$ cat src/rtl/program_loader.sv
// Instruction-memory writer: packs a high-byte-first stream into 16-bit words,
// stalls the core during the load and verifies a trailing XOR checksum byte.
module program_loader #(
  parameter int ADDR_WIDTH = 4,
  parameter int WORD_COUNT = 15
) (
  input  logic                  clk,
  input  logic                  rst_n,
  input  logic                  start,
  input  logic                  in_valid,
  input  logic [7:0]            in_data,
  output logic                  in_ready,
  output logic                  mem_write_enable,
  output logic [ADDR_WIDTH-1:0] mem_write_address,
  output logic [15:0]           mem_write_data,
  output logic                  cpu_hold,
  output logic                  done,
  output logic                  error,
  output logic [2:0]            fsm_state
);

  localparam logic [2:0] S_IDLE  = 3'd0;
  localparam logic [2:0] S_HIGH  = 3'd1;
  localparam logic [2:0] S_LOW   = 3'd2;
  localparam logic [2:0] S_CHECK = 3'd3;
  localparam logic [2:0] S_DONE  = 3'd4;

  localparam logic [ADDR_WIDTH-1:0] LAST_ADDR = ADDR_WIDTH'(WORD_COUNT - 1);

  // Handshake: a byte transfers on a rising edge where in_valid & in_ready;
  // in_ready depends only on registered state, never on in_valid.
  logic [2:0]            state;
  logic [ADDR_WIDTH-1:0] addr;
  logic [7:0]            checksum;
  logic [7:0]            high_byte;
  logic                  accept;

  assign in_ready  = (state == S_HIGH) || (state == S_LOW) || (state == S_CHECK);
  assign cpu_hold  = (state != S_IDLE);
  assign done      = (state == S_DONE);
  assign fsm_state = state;
  assign accept    = in_valid && in_ready;

  always_ff @(posedge clk) begin
    if (!rst_n) begin
      state             <= S_IDLE;
      addr              <= '0;
      checksum          <= '0;
      high_byte         <= '0;
      error             <= 1'b0;
      mem_write_enable  <= 1'b0;
      mem_write_address <= '0;
      mem_write_data    <= '0;
    end else begin
      mem_write_enable <= 1'b0;
      case (state)
        S_IDLE: begin
          if (start) begin
            addr     <= '0;
            checksum <= '0;
            error    <= 1'b0;
            state    <= S_HIGH;
          end
        end
        S_HIGH: begin
          if (accept) begin
            high_byte <= in_data;
            checksum  <= checksum ^ in_data;
            state     <= S_LOW;
          end
        end
        S_LOW: begin
          if (accept) begin
            mem_write_enable  <= 1'b1;
            mem_write_address <= addr;
            mem_write_data    <= {high_byte, in_data};
            checksum          <= checksum ^ in_data;
            if (addr == LAST_ADDR) begin
              state <= S_CHECK;
            end else begin
              addr  <= addr + 1'b1;
              state <= S_HIGH;
            end
          end
        end
        S_CHECK: begin
          if (accept) begin
            error <= (in_data != checksum);
            state <= S_DONE;
          end
        end
        S_DONE: state <= S_IDLE;
        default: state <= S_IDLE;
      endcase
    end
  end

endmodule

$ cat config.mk
export PLATFORM = sky130hd
export DESIGN_NAME = program_loader
export DESIGN_NICKNAME = d
export VERILOG_FILES = /design/src/rtl/program_loader.sv
export SDC_FILE = /design/constraint.sdc
export NUM_CORES = 1
export LEC_CHECK = 0
export CORE_ASPECT_RATIO = 0.8
export CORE_UTILIZATION = 51
export CTS_CLUSTER_DIAMETER = 150
export DETAILED_ROUTE_END_ITERATION = 8
export PLACE_DENSITY = 0.77
export SETUP_SLACK_MARGIN = 0.1
export SLEW_MARGIN = 20
export SYNTH_ARGS = -nofsm -noshare
export SYNTH_HDL_FRONTEND = slang
export SYNTH_SLANG_ARGS = --single-unit
export TNS_END_PERCENT = 100
$ cat constraint.sdc
create_clock -name clk -period 1.9 [get_ports clk]
set_clock_uncertainty 0.15 [all_clocks]
set_input_delay 0.19 -clock clk [delete_from_list [all_inputs] [get_ports clk]]
set_output_delay 0.19 -clock clk [all_outputs]
set_load 0.1 [all_outputs]
==> results.yml <==
setup_path:
  reg2reg_from: "fsm_state[0]"
  reg2reg_to: "checksum[2]"
  critical_path_arrival_ns: 1.35
  crit_type: "flip-flop to output pin"
  cpPeakStageDelay_ns: 0.42
  crit_path_max_fanout: 14
  path_cells: "nor2_1, and2_4, buf_12"
  startpoint_type: "flip-flop"
  critPathTopFamily: "simple AND/OR/NAND/NOR gates"
  crit_slowest_cell: "dfxtp_2"
  cp.required_ns: 1.56
  reg2reg_depth: 4
  regToRegSetupSlack_ns: 0.23
  crit_path_end_kind: "output pin"
  critPathBufInv: 1
clock_tree:
  cts_buffers: 5
  path_clk_slew_ns: 0.07
  insertion_delay_ns: 0.30
  root_buffer: "clkbuf_8"
  cts.sinks: 45
  htreeDepth: 2
  cts_buffer_depth: 2
  cts_resized: 0
  cts_setup_buffers: 0
  cts_tree: "yes"
  hold_buffers: 0
yosys:
  yosysWarnings: 0
  async_flop_share: 0
  ys_seq_area_frac: 0.4492
  synth_edf_count: 0
  avgSynthCellArea_um2: 8.875
  syn-cell-area_um2: 2006
  syn_nets: 240
  synth_cell_type_count: 39
  synth_top_area_share: 0.4492
  synthTopCellsByCount: "nand2_1, dfxtp_1, a21boi_1"
  synthTopCellsByArea: "dfxtp_1, nand2_1, a21boi_1, mux2i_1, o311ai_1"
  synth-seq-cells: 45
  synth_most_common_cell: "nand2_1"
  synth-main-ff-cell: "dfxtp_1"
  synth.largest_area_cell: "dfxtp_1"
  postSynthCellCount: 226
power:
  p_sw_w: 0.0005326
  p_int_w: 0.001472
  p_clk_frac: 0.346
  vdd_drop_max_mv: 0.5147
  seqPwrFrac: 0.493
  p_comb_frac: 0.161
  p_per_area_nw_per_um2: 753.4
  p_leak_nw: 1.036
  switching_share: 0.2658
timing:
  rsz0062_at_grt: "no"
  tns_ns: 0
  period_needed_ns: 1.685
  hold_slack_ns: 0.3043
  fmax_ghz: 0.5934
  hold_violations: 0
  slew_viol_final: 0
  setup_viol: 0
  worstMarginPinSlew_ns: 0.5591
  period_share: 0.8870
  slew-limit-headroom: 0.6254
layout:
  nNetsFinal: 284
  final_cell_area_um2: 2660
  seq_area_um2: 909.6
  area.growth.synth_to_final_pct: 32.63
  stdcell_count: 323
  fill_cells: 281
  antenna_cells: 0
  multi_input_area_um2: 1051
  drive_gt1_frac: 0.2030
global_routing:
  use_met2: 0.2844
  grt_max_degree: 44
  use_met1: 0.3395
  grt_pass1_vias: 1405
  use_met3: 0.06957
  grt_first_pass_wirelength_mm: 7.003
  grt.busiest_layer: "met1"
  track_usage: 0.2209
  antenna_found_initial: 0
  grt-ovfl-total: 0
min_path:
  hold_start: "mem_write_data[7]"
  worstHoldPathType: "flip-flop to flip-flop"
  whs_path_depth: 2
  hold_path_end: "mem_write_data[7]"
floorplan:
  core_um2: 3590
  rows: 19
  dieWidth_um: 72.12
  dieHeight_um: 58.09
  io-pin-count: 40
  dieArea_um2: 4189
  start_util: 0.5587
place:
  dp_cells: 315
  hpwl_mm: 2.991
  dpl-instance-area_um2: 2549
  place.port_buffers: 39
  gp_congestion: 0.7661
routing:
  first_pass_iters: 5
  wl_per_cell_um: 13.63
  drc: 0
  drtAntennaViolNets: 0
  finalWirelength_mm: 4.404
  via_per_inst: 5.285
  drt-initial-drc-count: 103
  via_count: 1707
job:
  cap_violations: 0
outcome:
  outcome: "completed"
==> metrics by stage <==
stage / setup slack [ns] / total power (W) / utilization
after floorplan: 0.006758 / 0.001207 / -
after global placement: 0.07685 / 0.001330 / 0.7100
after detailed placement: 0.02297 / 0.001332 / 0.7100
after CTS: 0.1949 / 0.002016 / 0.7410
after global routing: 0.1107 / 0.002075 / 0.7410
final: 0.2147 / 0.002004 / 0.7410
==> final cells by class <==
class,instances,area share
Clock buffer,8,0.04186
Inverter,4,0.005644
Multi-Input combinational cell,165,0.3951
Sequential cell,45,0.3420
Tap cell,52,0.02446
Timing Repair Buffer,49,0.1910
==> worst max-delay path by stage <==
stage	slack, ns	end	startpoint	depth (start not counted)
after CTS	0.19	done	fsm_state[0]	3
after floorplan	0.007	in_ready	fsm_state[0]	3
after global routing	0.11	addr[1]	addr[0]	7
after detailed placement	0.02	checksum[3]	in_valid	5
final	0.21	done	fsm_state[0]	3
after global placement	0.08	checksum[7]	in_valid	5
==> worst reg2reg max path: stages (launching register included) <==
cell,delay [ns]
dfxtp_2,0.53
nand3b_1,0.21
o21a_1,0.27
o311ai_1,0.30
nand2_1,0.09
==> kinds of logic (layout without fill, tap and decap cells) <==
family,Yosys count,after routing,share of synthesized area
XOR/XNOR,7,7,0.03431
AO/OA/AOI/OAI,43,43,0.1610
flip-flops,45,45,0.4492
multiplexers,11,11,0.05552
adder cells (fa/ha/maj),2,2,0.01247
buffers and inverters,16,61,0.03431
AND/OR/NAND/NOR,102,102,0.2533
==> registers in the layout, summed over array words and instances, names as in the netlist <==
signal,cells
addr,4
checksum,8
error,1
fsm_state,3
high_byte,8
mem_write_address,4
mem_write_data,16
mem_write_enable,1
==> per-layer routing <==
layer,up-vias,routed length [µm]
met2,56,1804
met4,0,34
li1,863,-
met3,4,290
met1,784,2273
met5,-,0
==> power groups by stage <==
stage                     sequential [W]  combinational [W]  clock [W]
after floorplan                  0.00104           0.000163          0
after global placement           0.00101           0.000320          0
after detailed placement         0.00101           0.000321          0
after CTS                       0.000989           0.000322   0.000704
after global routing            0.000993           0.000341   0.000742
final                           0.000989           0.000322   0.000693
==> cell usage in the layout, fill, tap and decap left out, types with 2 or more instances in the layout <==
cell             Yosys  final
clkbuf_8             0      6
clkdlybuf4s50_1      0     11
dfxtp_4              0      2
mux2i_1             10     10
xnor2_1              5      5
nand3b_1             9      9
nor2_1              14     13
nand3_1              5      5
o21ai_1              2      2
buf_4                1     29
inv_1                4      4
a21boi_1            21     21
ha_1                 2      2
nand2_1             50     50
nand2b_1             2      2
nor2b_1             11     11
buf_12               0      9
dfxtp_1             45     42
o311ai_1             8      8
nor2_4               1      2
a21oi_1              4      4
Note: power is estimated with default switching activity, not from simulation.
